`src/rtl/uart_pkg.sv`:
```
// Shared UART definitions: transmitter states, default line settings
// and the baud divider helper.
package uart_pkg;

    typedef enum logic [1:0] {
        IDLE,
        START,
        DATA,
        STOP
    } state_t;

    localparam int DEF_UART_BPS = 9600;
    localparam int DEF_CLK_FREQ = 50_000_000;

    function automatic int baud_cnt_max(input int clk_freq, input int bps);
        return clk_freq / bps;
    endfunction

endpackage

```
`src/rtl/uart_tx_fifo_buf.sv`:
```
// Byte FIFO in front of the UART transmitter. The head word is visible on
// dout without a read, so a pop can load the shift register in the same cycle.
module uart_tx_fifo_buf #(
    parameter int DEPTH = 8,
    parameter int WIDTH = 8,
    localparam int AW = $clog2(DEPTH)
) (
    input  logic             clk,
    input  logic             rst,
    input  logic             wr_en,
    input  logic [WIDTH-1:0] din,
    input  logic             rd_en,
    output logic [WIDTH-1:0] dout,
    output logic [AW:0]      count,
    output logic             full,
    output logic             empty
);

    logic [WIDTH-1:0] mem [DEPTH];
    logic [AW-1:0]    wr_ptr;
    logic [AW-1:0]    rd_ptr;
    logic             push;
    logic             pop;

    assign full  = (count == (AW+1)'(DEPTH));
    assign empty = (count == '0);
    // A write while full is dropped even if a pop frees a slot this cycle.
    assign push  = wr_en && !full;
    assign pop   = rd_en && !empty;
    assign dout  = mem[rd_ptr];

    always_ff @(posedge clk) begin
        if (push) begin
            mem[wr_ptr] <= din;
        end
    end

    always_ff @(posedge clk or posedge rst) begin
        if (rst) begin
            wr_ptr <= '0;
            rd_ptr <= '0;
            count  <= '0;
        end else begin
            if (push) begin
                wr_ptr <= wr_ptr + AW'(1);
            end
            if (pop) begin
                rd_ptr <= rd_ptr + AW'(1);
            end
            count <= count + (AW+1)'(push) - (AW+1)'(pop);
        end
    end

endmodule

```
`src/rtl/uart_tx_fifo.sv`:
```
// Buffered 8N1 UART transmitter: input register, byte FIFO, and a
// START/DATA/STOP framer with back-to-back frame support.
module uart_tx_fifo
    import uart_pkg::*;
#(
    parameter int UART_BPS   = DEF_UART_BPS,
    parameter int CLK_FREQ   = DEF_CLK_FREQ,
    parameter int FIFO_DEPTH = 8
) (
    input  logic       sys_clk,
    input  logic       sys_rst,
    input  logic [7:0] pi_data,
    input  logic       pi_flag,
    output logic       tx,
    output logic       busy,
    output logic       fifo_full,
    output logic       overflow
);

    localparam int BAUD_CNT_MAX = baud_cnt_max(CLK_FREQ, UART_BPS);
    localparam int CW           = $clog2(BAUD_CNT_MAX);
    localparam int AW           = $clog2(FIFO_DEPTH);
    localparam logic [CW-1:0] BAUD_LAST = CW'(BAUD_CNT_MAX - 1);

    state_t        state;
    state_t        state_next;
    logic [CW-1:0] baud_cnt;
    logic          baud_wrap;
    logic [2:0]    bit_cnt;
    logic [2:0]    bit_cnt_next;
    logic [7:0]    shift;
    logic [7:0]    shift_next;
    logic [7:0]    head;
    logic [7:0]    din_q;
    logic          wr_q;
    logic          pop;
    logic          empty;
    logic          full;
    logic [AW:0]   count;
    logic          tx_next;
    logic          busy_next;

    uart_tx_fifo_buf #(
        .DEPTH (FIFO_DEPTH),
        .WIDTH (8)
    ) u_buf (
        .clk   (sys_clk),
        .rst   (sys_rst),
        .wr_en (wr_q),
        .din   (din_q),
        .rd_en (pop),
        .dout  (head),
        .count (count),
        .full  (full),
        .empty (empty)
    );

    assign fifo_full = full;
    assign baud_wrap = (state != IDLE) && (baud_cnt == BAUD_LAST);

    always_comb begin
        state_next   = state;
        shift_next   = shift;
        bit_cnt_next = bit_cnt;
        pop          = 1'b0;
        unique case (state)
            IDLE: begin
                if (!empty) begin
                    pop        = 1'b1;
                    shift_next = head;
                    state_next = START;
                end
            end
            START: begin
                if (baud_wrap) begin
                    state_next   = DATA;
                    bit_cnt_next = '0;
                end
            end
            DATA: begin
                if (baud_wrap) begin
                    shift_next   = {1'b0, shift[7:1]};
                    bit_cnt_next = bit_cnt + 3'd1;
                    if (bit_cnt == 3'd7) begin
                        state_next = STOP;
                    end
                end
            end
            STOP: begin
                if (baud_wrap) begin
                    if (!empty) begin
                        pop        = 1'b1;
                        shift_next = head;
                        state_next = START;
                    end else begin
                        state_next = IDLE;
                    end
                end
            end
            default: state_next = IDLE;
        endcase
    end

    // Line level and busy are computed for the state being entered, so the
    // registered outputs line up with the state register.
    always_comb begin
        tx_next = 1'b1;
        unique case (state_next)
            START:   tx_next = 1'b0;
            DATA:    tx_next = shift_next[0];
            default: tx_next = 1'b1;
        endcase
        busy_next = (state_next != IDLE) || (count != '0) || wr_q;
    end

    always_ff @(posedge sys_clk or posedge sys_rst) begin
        if (sys_rst) begin
            state    <= IDLE;
            baud_cnt <= '0;
            bit_cnt  <= '0;
            shift    <= '0;
            tx       <= 1'b1;
            busy     <= 1'b0;
            overflow <= 1'b0;
            wr_q     <= 1'b0;
            din_q    <= '0;
        end else begin
            state    <= state_next;
            baud_cnt <= (state == IDLE || baud_wrap) ? '0 : baud_cnt + CW'(1);
            bit_cnt  <= bit_cnt_next;
            shift    <= shift_next;
            tx       <= tx_next;
            busy     <= busy_next;
            overflow <= wr_q && full;
            wr_q     <= pi_flag;
            din_q    <= pi_data;
        end
    end

endmodule

```
`config.mk`:
```
export PLATFORM = sky130hd
export DESIGN_NAME = uart_tx_fifo
export DESIGN_NICKNAME = d
export VERILOG_FILES = /design/src/rtl/uart_pkg.sv /design/src/rtl/uart_tx_fifo_buf.sv /design/src/rtl/uart_tx_fifo.sv
export SDC_FILE = /design/constraint.sdc
export NUM_CORES = 1
export LEC_CHECK = 0
export BUFFER_PORTS_ARGS = -buffer_cell sky130_fd_sc_hd__buf_2
export CELL_PAD_IN_SITES_DETAIL_PLACEMENT = 0
export CELL_PAD_IN_SITES_GLOBAL_PLACEMENT = 1
export CORE_ASPECT_RATIO = 1.4
export CORE_UTILIZATION = 40
export DETAILED_ROUTE_END_ITERATION = 6
export GPL_TIMING_DRIVEN = 0
export PLACE_DENSITY = 0.74
export SETUP_SLACK_MARGIN = 0.3
export SYNTH_ARGS = -nofsm -noshare
export SYNTH_HDL_FRONTEND = slang
export SYNTH_HIERARCHICAL = 1
export SYNTH_SLANG_ARGS = --single-unit
```
`constraint.sdc`:
```
create_clock -name sys_clk -period 3.7 [get_ports sys_clk]
set_clock_uncertainty 0.2 [all_clocks]
set_input_delay 0.555 -clock sys_clk [delete_from_list [all_inputs] [get_ports sys_clk]]
set_output_delay 0.555 -clock sys_clk [all_outputs]
set_load 0.05 [all_outputs]
```
==> impl_results.md, run 1 <==
* Status: finished, final reports clean
* Worst hold stages at 1
* Synthesized area per cell at between 15 and 20 µm²
* N_diodes at 0
* Via count at around 2600
* Net Sw Frac at 0.311
* CTS root buf: clkbuf_16
* First-pass GRT wire length at around 14000 µm
* Crit Path Class: register to register
* Max-Cap Viols at 0
* HP Class: input port to register
* Multi-input gate area at ~1600 µm²
* Final TNS setup at 0 ns
* Final Critical Period at between 3 and 4 ns
* Core Region at around 12000 µm²
* Leak Pwr at around 2.3 nW
* Port-buffer cells at 14
* Worst Setup SP: baud_cnt[9]
* Fillcell total at 1048
* Area grow syn2layout at 14.5%
* Max-slew violations at 0
* Fmax at 300 MHz
* Worst Path Buf+Inv at 3
* Power Total at between 4 and 5 mW
* Initial Util at 0.410
* Ys async rst share at 0.429
* Final number of setup-violating endpoints at 0
* Cell variety after synth at 52
* Post-synth top area share at 0.394
* Commonest cells in the synthesized netlist: 64 x edfxtp_1, 47 x dfrtp_1, 31 x nor2_1
* Routed WL at a little under 9000 µm
* Layout cell share with drive strength beyond 1 at 0.204
* Logic pwr share at 0.326
* Placed cell count at roughly 480
* Slew HR at 0.348
* Initial antenna violation count at 0
* Die height at roughly 130 µm
* RSZ-0062 raised after global routing: true
* CTS Buffer Depth at 2
* Clock share of power at 0.264
* Vias in the first global route at 2687
* DR pass1 iterations at 4
* H-tree levels at 3
* Slowest-stage cell, CP: or4b_4
* Cell Count, Final, Fillers Out at 500
* Die area at approximately 13000 µm²
* Hold path endpoint: din_q[2]
* Clock latency at the later pin of the worst-skew pair at ~0.35 ns
* Fin util at 0.470
* R2r setup slk at roughly 0.37 ns
* CP Launch Type: register
* CTS tree: done
* Post-Syn Instances at roughly 320
* Row count at 47
* #FFs+latches synth at 112
* R2R depth at 12
* PD cells at ~760 nW/µm²
* CP required at around 3.7 ns
* Worst Tran Pin Value at between 0.9 and 1 ns
* DR vias/cell at 5.24
* NetSw at 1.32 mW
* DIE WIDTH at 95.3 µm
* Most numerous cell in the Yosys netlist: edfxtp_1
* CP max stage delay at around 0.55 ns
* Worst R2R End: u_buf/count[2]
* Worst path arrival time at approximately 3.4 ns
* Ranking of synthesized cells by area: edfxtp_1 39%, dfrtp_1 24%, mux4_1 8.6%
* Delay-heaviest family, CP: simple AND/OR/NAND/NOR gates
* Sequential Power Share at 0.410
* Reg2reg start: baud_cnt[9]
* # DRC at 0
* Crit share post-route at 0.900
* CTS buffer count at 9
* RePlAce Congestion at 0.712
* Area of the mapped netlist at between 4000 and 5000 µm²
* Int Pwr at about 2.9 mW
* Seq/Total Area, Yosys at 0.641
* Worst-path clk slew at about 0.070 ns
* Worst Min Path Start: pi_data[2]
* CP Capture Type: register
* Routed Antenna Nets at 0
* CP Max Fanout at 4
* Final #Nets at roughly 380
* Number of I/O pins at 15
* CP most frequent cell: inv_1
* Syn. warnings at 6
* Synth Net Count at around 350
* Critical path, cell by cell: or4b_4, o41a_1, or2_4, nor2_4, nand2b_1, inv_1, ha_2, inv_1, ha_2, inv_1, fa_1, xnor2_1
* Max IR drop VDD at between 300 and 400 µV
* Cell taking the most area after synthesis: edfxtp_1
* Largest net degree at the start of global routing at 34
* HPWL after DPL at between 5000 and 6000 µm
* Register area at 3130 µm²
* Primary FF master, synth: edfxtp_1
* Hold Vio Cnt, Final at 0
* Grt ovf at 0
* EDFF count, synth at 64
* Initial DRC count at ~110
* Total global routing track utilization at 0.153
* Clock Sinks at ~110
* Average wire per standard cell at ~17 µm
[layer usage]
metal	track usage	wire length, µm	vias up
li1	-	-	1240
met1	0.187	3660	1339
met2	0.261	4650	33
met3	0.0362	211	9
met4	0.0530	127	0
met5	0	0	-
[worst max path at each step]
| stage | end | slack (ns) | cells after the start |
|---|---|---|---|
| after floorplan | u_buf/count[2] | 0.52 | 12 |
| final | u_buf/count[2] | 0.37 | 12 |
| after global routing | u_buf/count[2] | 0.26 | 12 |
| after CTS | u_buf/count[2] | 0.37 | 13 |
| after global placement | u_buf/count[2] | 0.27 | 12 |
| after detailed placement | u_buf/count[2] | 0.25 | 12 |
[per-stage QoR]
stage | worst slack, ns | area (µm²) | hold WS, ns
after floorplan | 0.525 | 4880 | 0.195
after global placement | 0.272 | 5130 | 0.277
after detailed placement | 0.251 | 5160 | 0.270
after CTS | 0.368 | 5530 | 0.0951
after global routing | 0.258 | 5580 | 0.0885
final | 0.368 | 5580 | 0.108
[timing repair]
action	4_1_cts	5_1_grt
pin swaps	1	4
endpoints found under the setup margin	3	3
hold buffers	1	0
endpoints found under the hold margin	4	0
setup buffers	0	5
gates resized for setup	2	6
[cell type report]
cell class | instances | area share
clock inverters | 6 | 0.0204
plain buffers | 8 | 0.00986
repair buffers | 21 | 0.0246
flip-flops and latches | 112 | 0.560
well taps | 147 | 0.0329
clock buffers | 10 | 0.0428
multi-input cells | 172 | 0.294
inverters | 24 | 0.0161
[registers in the layout (all words and copies together), names as in the netlist]
| register | cells |
|---|---|
| wr_q | 1 |
| tx | 1 |
| u_buf/rd_ptr | 3 |
| bit_cnt | 3 |
| state | 2 |
| overflow | 1 |
| u_buf/count | 4 |
| u_buf/wr_ptr | 3 |
| din_q | 8 |
| shift | 8 |
| busy | 1 |
| u_buf/mem | 64 |
| baud_cnt | 13 |
[logic make-up (layout without fill, tap and decap cells)]
logic type	Yosys count	in the layout	share of synthesized area
AOI/OAI and AO/OA	25	25	0.0434
xor gates and xnor gates	17	17	0.0305
adders and majority gates	18	18	0.0477
buffers and inverters	32	69	0.0298
DFF	112	112	0.641
muxes	28	28	0.114
and+or+nand+nor	84	84	0.0942
[power by group through the flow]
stage          combinational, mW  clock, mW  sequential, mW
2_1_floorplan               1.02          0            1.74
3_3_place_gp                1.30          0            1.74
3_5_place_dp                1.34          0            1.76
4_1_cts                     1.36       1.15            1.73
5_1_grt                     1.53       1.20            1.77
6_report                    1.38       1.12            1.73
[worst reg2reg max path: stages (launching register included)]
cell and delay, ns:
dfrtp_1 0.41, or4b_4 0.56, o41a_1 0.45, or2_4 0.28
nor2_4 0.10, nand2b_1 0.11, inv_1 0.08, ha_2 0.26
inv_1 0.06, ha_2 0.16, inv_1 0.05, fa_1 0.38
xnor2_1 0.14
[cells in the final DEF (no fill, tap or decap), types with 3 or more instances in the layout]
cell,instances
a21oi_1,4
a222oi_1,6
buf_2,15
buf_4,5
bufinv_16,3
clkbuf_1,4
clkbuf_16,9
dfrtp_1,46
edfxtp_1,64
ha_1,14
ha_2,3
inv_1,23
mux2_2,11
mux4_1,16
nand2_1,13
nand2b_1,5
nand3_1,7
nor2_1,30
nor3_2,3
o21ai_0,4
xnor2_1,8
xor2_1,9
No activity file was read; power rests on OpenSTA's default activity.
==> inputs of run 2 (changes only) <==
Settings changed: ABC_AREA set to 1, PLACE_DENSITY 0.74 to 0.77, SYNTH_HIERARCHICAL 1 to unset.
==> run 2 against run 1 <==
  * First-iteration DRC count grew 91%
  * Die area grew 4.5%
  * Clock power shrank 14%
  * Critical path depth grew 1
  * Largest cell class unchanged
  * Largest power group unchanged
==> impl_results.md, run 2 <==
* Status: finished, final reports clean
* Max-slew violations at 0
* Clock Sinks at approximately 110
* Largest net degree at the start of global routing at 42
* Slowest-stage cell, CP: dfrtp_1
* CP Launch Type: register
* DR pass1 iterations at 4
* CP most frequent cell: ha_1
* Total global routing track utilization at 0.163
* Layout cell share with drive strength beyond 1 at 0.130
* Final Critical Period at between 2 and 3 ns
* CP max stage delay at roughly 0.37 ns
* N_diodes at 0
* CTS buffer count at 9
* Final number of setup-violating endpoints at 0
* Worst R2R End: u_buf.count[2]
* CTS root buf: clkbuf_16
* Post-Syn Instances at around 510
* CP Capture Type: register
* Clock share of power at 0.238
* HP Class: input port to register
* Synth Net Count at ~530
* RePlAce Congestion at ~0.73
* Clock latency at the later pin of the worst-skew pair at about 0.36 ns
* First-pass GRT wire length at about 17000 µm
* PnR worst setup slack at about 0.76 ns
* Net Sw Frac at 0.379
* CTS Buffer Depth at 2
* HPWL after DPL at between 6000 and 7000 µm
* Final #Nets at between 500 and 600
* Max reg flops at between 60 and 70
* Final TNS setup at 0 ns
* RSZ-0062 raised after global routing: false
* Post-CTS Resized at 0
* Initial Util at 0.412
* Critical path, cell by cell: ha_1, nand2_1, nor2_1, nand3_2, o21ai_4, inv_2, nor3_4, ha_1, inv_1, ha_1, inv_1, fa_1, xnor2_1
* Cell Count, Final, Fillers Out at roughly 700
* Worst Tran Pin Value at slightly above 0.9 ns
* Routed Antenna Nets at 0
* Port-buffer cells at 14
* Cell taking the most area after synthesis: edfxtp_1
* CTS tree: done
* EDFF count, synth at 64
* Crit share post-route at 0.795
* Worst Min Path Start: pi_data[2]
* Most numerous cell in the Yosys netlist: nand2_1
* DR vias/cell at ~5.0
* Synthesized area per cell at between 10 and 15 µm²
* Post-synth top area share at 0.377
* Routed WL at 10000 µm
* Worst-path clk slew at ~0.08 ns
* Initial DRC count at approximately 210
* Via count at between 3000 and 4000
* Fillcell total at 1172
* Row count at 48
* Cts hold-fix bufs at 1
* Multi-input gate area at roughly 1700 µm²
* Top flop regs: u_buf.mem x64, baud_cnt x13
* PD cells at approximately 710 nW/µm²
* Initial antenna violation count at 0
* Average wire per standard cell at approximately 15 µm
* Die height at ~140 µm
* Leak Pwr at roughly 2.4 nW
* Fmax at between 300 and 400 MHz
* CP Max Fanout at 8
* Sequential Power Share at 0.419
* Grt ovf at 0
* Cell variety after synth at 36
* Die area at roughly 13000 µm²
* Syn. warnings at 0
* Most common cell after layout, fill and taps aside: nand2_1
* Worst path arrival time at 2.99 ns
* Slew HR at 0.378
* Post-Place Setup Slack at between 0.7 and 0.8 ns
* Hold Vio Cnt, Final at 0
* Logic pwr share at 0.343
* Area of the mapped netlist at between 5000 and 6000 µm²
* Most flops, register: u_buf.mem
* H-tree levels at 3
* Hold path endpoint: din_q[2]
* Postcts setup bufs at 0
* # DRC at 0
* CP required at approximately 3.8 ns
* NetSw at between 1.5 and 2 mW
* DIE WIDTH at around 97 µm
* Delay-heaviest family, CP: adder cells
* Vias in the first global route at 3343
* #FFs+latches synth at around 110
* Seq/Total Area, Yosys at 0.613
* Placed Area at about 5400 µm²
* Ys async rst share at 0.429
* Primary FF master, synth: edfxtp_1
* Commonest cells in the synthesized netlist: 117 x nand2_1, 64 x edfxtp_1, 58 x inv_1
* Crit Path Class: register to register
* Most frequent cells in the layout: 117 x nand2_1, 64 x edfxtp_1, 57 x inv_1, 47 x dfrtp_1, 40 x nor2_1
* Placed cell count at 670
* Reg2reg start: baud_cnt[0]
* Worst hold stages at 1
* R2r setup slk at about 0.76 ns
* Max IR drop VDD at 414 µV
* Register area at 3120 µm²
* Core Region at between 10000 and 15000 µm²
* Post-route cell area at between 5000 and 6000 µm²
* Int Pwr at 2.52 mW
* Max-Cap Viols at 0
* Ranking of synthesized cells by area: edfxtp_1 38%, dfrtp_1 23%, nand2_1 8.6%
* R2R depth at 13
* WHS at ~0.095 ns
* Worst Path Buf+Inv at 3
* Area grow syn2layout at 11.6%
* Number of I/O pins at 15
run 2: cell types whose count changed in the layout (fill, tap and decap cells not counted), sizes merged, moves of 10 or more:
cell | before | now
nand2 | 13 | 121
inv | 26 | 66
o21ai | 4 | 37
nand3 | 8 | 40
mux4 | 16 | 0
nor2 | 31 | 46
mux2 | 11 | 0
or2 | 3 | 13
run 2: power groups by stage:
| stage | registers [mW] | logic (mW) | clock network (mW) |
|---|---|---|---|
| floorplan | 1.72 | 1.01 | 0 |
| global placement | 1.72 | 1.37 | 0 |
| detailed placement | 1.72 | 1.40 | 0 |
| CTS | 1.70 | 1.41 | 0.994 |
| global route | 1.72 | 1.60 | 1.04 |
| finish | 1.70 | 1.39 | 0.967 |
run 2: kinds of logic (layout without fill, tap and decap cells):
group | after synthesis | count (layout) | synth area share
AND/OR/NAND/NOR | 240 | 240 | 0.213
flip-flops | 112 | 112 | 0.613
buffers and inverters | 75 | 107 | 0.0564
AO/OA/AOI/OAI | 54 | 54 | 0.0618
adder cells (fa/ha/maj) | 18 | 18 | 0.0456
XOR/XNOR | 5 | 5 | 0.00859
multiplexers | 1 | 1 | 0.00196
run 2: worst reg2reg max path, stage by stage (launching register included):
cell     delay [ns]
dfrtp_1        0.37
ha_1           0.17
nand2_1        0.09
nor2_1         0.17
nand3_2        0.13
o21ai_4        0.28
inv_2          0.09
nor3_4         0.26
ha_1           0.29
inv_1          0.06
ha_1           0.17
inv_1          0.06
fa_1           0.37
xnor2_1        0.13
run 2: how the worst max path moves through the flow:
stage                           start  slack [ns]              to  cells after the start
after floorplan           baud_cnt[0]        1.07  u_buf.count[2]                     13
after global placement    baud_cnt[0]        0.76  u_buf.count[2]                     13
after detailed placement  baud_cnt[0]        0.76  u_buf.count[1]                     13
after CTS                 baud_cnt[0]        0.75  u_buf.count[2]                     13
after global routing      baud_cnt[0]        0.55  u_buf.count[2]                     13
final                     baud_cnt[0]        0.76  u_buf.count[2]                     13
run 2: final cells by class:
| class | count | area share |
|---|---|---|
| Inverter | 63 | 0.0415 |
| Sequential cell | 112 | 0.549 |
| Multi-Input combinational cell | 318 | 0.297 |
| Clock buffer | 9 | 0.0396 |
| Clock inverter | 7 | 0.0138 |
| Tap cell | 150 | 0.0330 |
| Buffer | 12 | 0.00901 |
| Timing Repair Buffer | 16 | 0.0176 |
run 2: metrics by stage:
stage	util	power (mW)
final	0.460	4.06
after global routing	0.460	4.36
after CTS	0.460	4.10
after detailed placement	0.435	3.12
after global placement	0.433	3.08
after floorplan	-	2.73
run 2: layer usage:
| metal | global-route usage | up-vias | wire length [µm] |
|---|---|---|---|
| met3 | 0.0299 | 11 | 289 |
| met2 | 0.290 | 59 | 5210 |
| li1 | - | 1715 | - |
| met1 | 0.198 | 1628 | 4360 |
| met4 | 0.0588 | 0 | 163 |
| met5 | 0 | - | 0 |
==> inputs of run 3 (changes only) <==
Settings changed: PLACE_DENSITY 0.77 to 0.8.
Clock period 3.7 ns to 2.5 ns, I/O delays scaled along.
==> run 3 against run 2 <==
  * The flow now finishes with violations (negative setup slack)
  * First-iteration DRC count increased by 13%
  * Hold slack improved by 0.17 ns
  * Count of clock-buffer cells in the layout unchanged
  * Via count is 4.9% higher
  * Non-clock buffer count up 29
  * Final cell count increased by 4.2%
  * Global-route usage is 0.45 points higher
  * Routed wire length is 3.6% higher
  * Critical path type unchanged
  * Largest power group unchanged
==> impl_results.md, run 3 (same netlist as run 2, synthesis figures left out) <==
* Area grow syn2layout at 20.8%
* Max reg flops at 64
* Met2 global-route usage at 0.307
* CP max stage delay at 0.47 ns
* CP Launch Type: register
* PD cells at about 1100 nW/µm²
* Worst-path clk slew at roughly 0.080 ns
* Crit share post-route at 1.03
* Vias in the first global route at 3500
* Leak Pwr at between 2 and 3 nW
* Max-slew violations at 0
* HPWL after DPL at a little over 7000 µm
* Grt peak-use layer: met2
* CTS root buf: clkbuf_16
* Multi-input gate area at 1820 µm²
* Total global routing track utilization at 0.168
* First-pass GRT wire length at 17000 µm
* Core Region at between 10000 and 15000 µm²
* CP Max Fanout at 3
* Max-Cap Viols at 0
* Grt ovf at 0
* Global-route track usage on met3 at 0.0227
* Delay-heaviest family, CP: adder cells
* Layout cell share with drive strength beyond 1 at 0.210
* Die height at ~140 µm
* CTS Buffer Depth at 2
* Post-Place Setup Slack at -0.451 ns
* H-tree levels at 3
* HP Class: input port to asynchronous set/reset pin
* DR vias/cell at 5.00
* # DRC at 0
* Routed Antenna Nets at 0
* DIE WIDTH at between 90 and 100 µm
* Worst Setup SP: baud_cnt[0]
* CP most frequent cell: inv_2
* Final Critical Period at 2.57 ns
* Top flop regs: u_buf.mem x64, baud_cnt x13
* Initial Util at 0.412
* Initial DRC count at between 200 and 250
* CP required at 2.55 ns
* Final #Nets at between 500 and 600
* RePlAce Congestion at between 0.7 and 0.8
* Worst Tran Pin Value at ~0.49 ns
* Die area at between 10000 and 15000 µm²
* PnR worst setup slack at -0.0665 ns
* Most common cell after layout, fill and taps aside: nand2_1
* Largest net degree at the start of global routing at 43
* Final TNS setup at -0.119 ns
* Number of I/O pins at 15
* Initial antenna violation count at 0
* Slew HR at 0.677
* Crit Path Class: register to register
* Critical path, cell by cell: ha_2, nand2_4, nor2_4, nand3_2, o21ai_4, inv_2, nor3_4, ha_4, inv_2, ha_4, inv_2, fa_1, inv_1
* WHS at between 0.2 and 0.3 ns
* CTS tree: done
* Hold Vio Cnt, Final at 0
* Reg2reg start: baud_cnt[0]
* CTS buffer count at 9
* N_diodes at 0
* Slowest-stage cell, CP: fa_1
* M1 GR Usage at 0.190
* Routed WL at 10400 µm
* Fmax at between 300 and 400 MHz
* CP Depth at 13
* R2R depth at 13
* Failing checks: negative setup slack
* Placed cell count at 670
* Via count at roughly 3600
* Worst Path Buf+Inv at 4
* Port-buffer cells at 14
* Power Total at roughly 6.5 mW
* Max IR drop VDD at between 600 and 700 µV
* Worst path arrival time at about 2.6 ns
* RSZ-0062 raised after global routing: true
* DR pass1 iterations at 4
* Clock latency at the later pin of the worst-skew pair at between 0.3 and 0.4 ns
* Register area at between 3000 and 4000 µm²
* Status: finished, violations left
* CP Capture Type: register
* Final number of setup-violating endpoints at 2
* Most flops, register: u_buf.mem
* Clock Sinks at 112
* Cell Count, Final, Fillers Out at approximately 700
* Row count at between 40 and 50
* Average wire per standard cell at 14.5 µm
* Most frequent cells in the layout: 113 x nand2_1, 64 x edfxtp_1, 52 x inv_1, 46 x dfrtp_1, 38 x nand3_1
* Fillcell total at around 1100
[run 3: changes by cell type in the layout (fill, tap and decap cells not counted), sizes merged]
cell,delta
bufinv,+1
clkinv,-1
inv,-2
clkinvlp,+2
buf,+21
clkbuf,-1
dlygate4sd3,+9
[run 3: layout make-up]
| class | count | area share |
|---|---|---|
| repair buffers | 45 | 0.0674 |
| multi-input cells | 318 | 0.295 |
| flip-flops and latches | 112 | 0.507 |
| well taps | 150 | 0.0305 |
| plain buffers | 12 | 0.00955 |
| inverters | 63 | 0.0396 |
| clock inverters | 7 | 0.0136 |
| clock buffers | 9 | 0.0366 |
[run 3: report_power, final]
group / switching, mW / internal [mW]
Combinational: 1.53 / 0.964
Sequential: 0.197 / 2.32
Clock: 0.692 / 0.799
[run 3: worst paths after layout]
path	to	slack, ns
max in group asynchronous	tx	1.30
worst min-delay path	din_q[2]	0.26
worst max-delay path	u_buf.count[1]	-0.07
worst max register to register	u_buf.count[1]	-0.07
min in group sys_clk	bit_cnt[0]	0.29
worst min register to register	bit_cnt[0]	0.29
[run 3: worst min-delay path, cell delays in order]
cell and delay [ns]:
dlygate4sd3_1 0.53, buf_2 0.13, inv_2 0.16
[run 3: per-stage QoR]
| stage | utilization | instance area (µm²) |
|---|---|---|
| after floorplan | - | 5150 |
| after global placement | 0.437 | 5410 |
| after detailed placement | 0.439 | 5430 |
| after CTS | 0.481 | 5950 |
| after global routing | 0.498 | 6160 |
| final | 0.498 | 6160 |
[run 3: routing by layer]
metal  up-vias  part of all wire
met5         -                 0
li1       1774                 -
met4         0             0.032
met2        70              0.52
met3        20             0.041
met1      1716              0.40
[run 3: what timing repair did]
action                     CTS  global route
hold endpoints to repair    22             0
hold buffers                10             0
resized for setup           20            16
setup buffers                5            15
pin swaps                   13            11
setup endpoints to repair   36            76
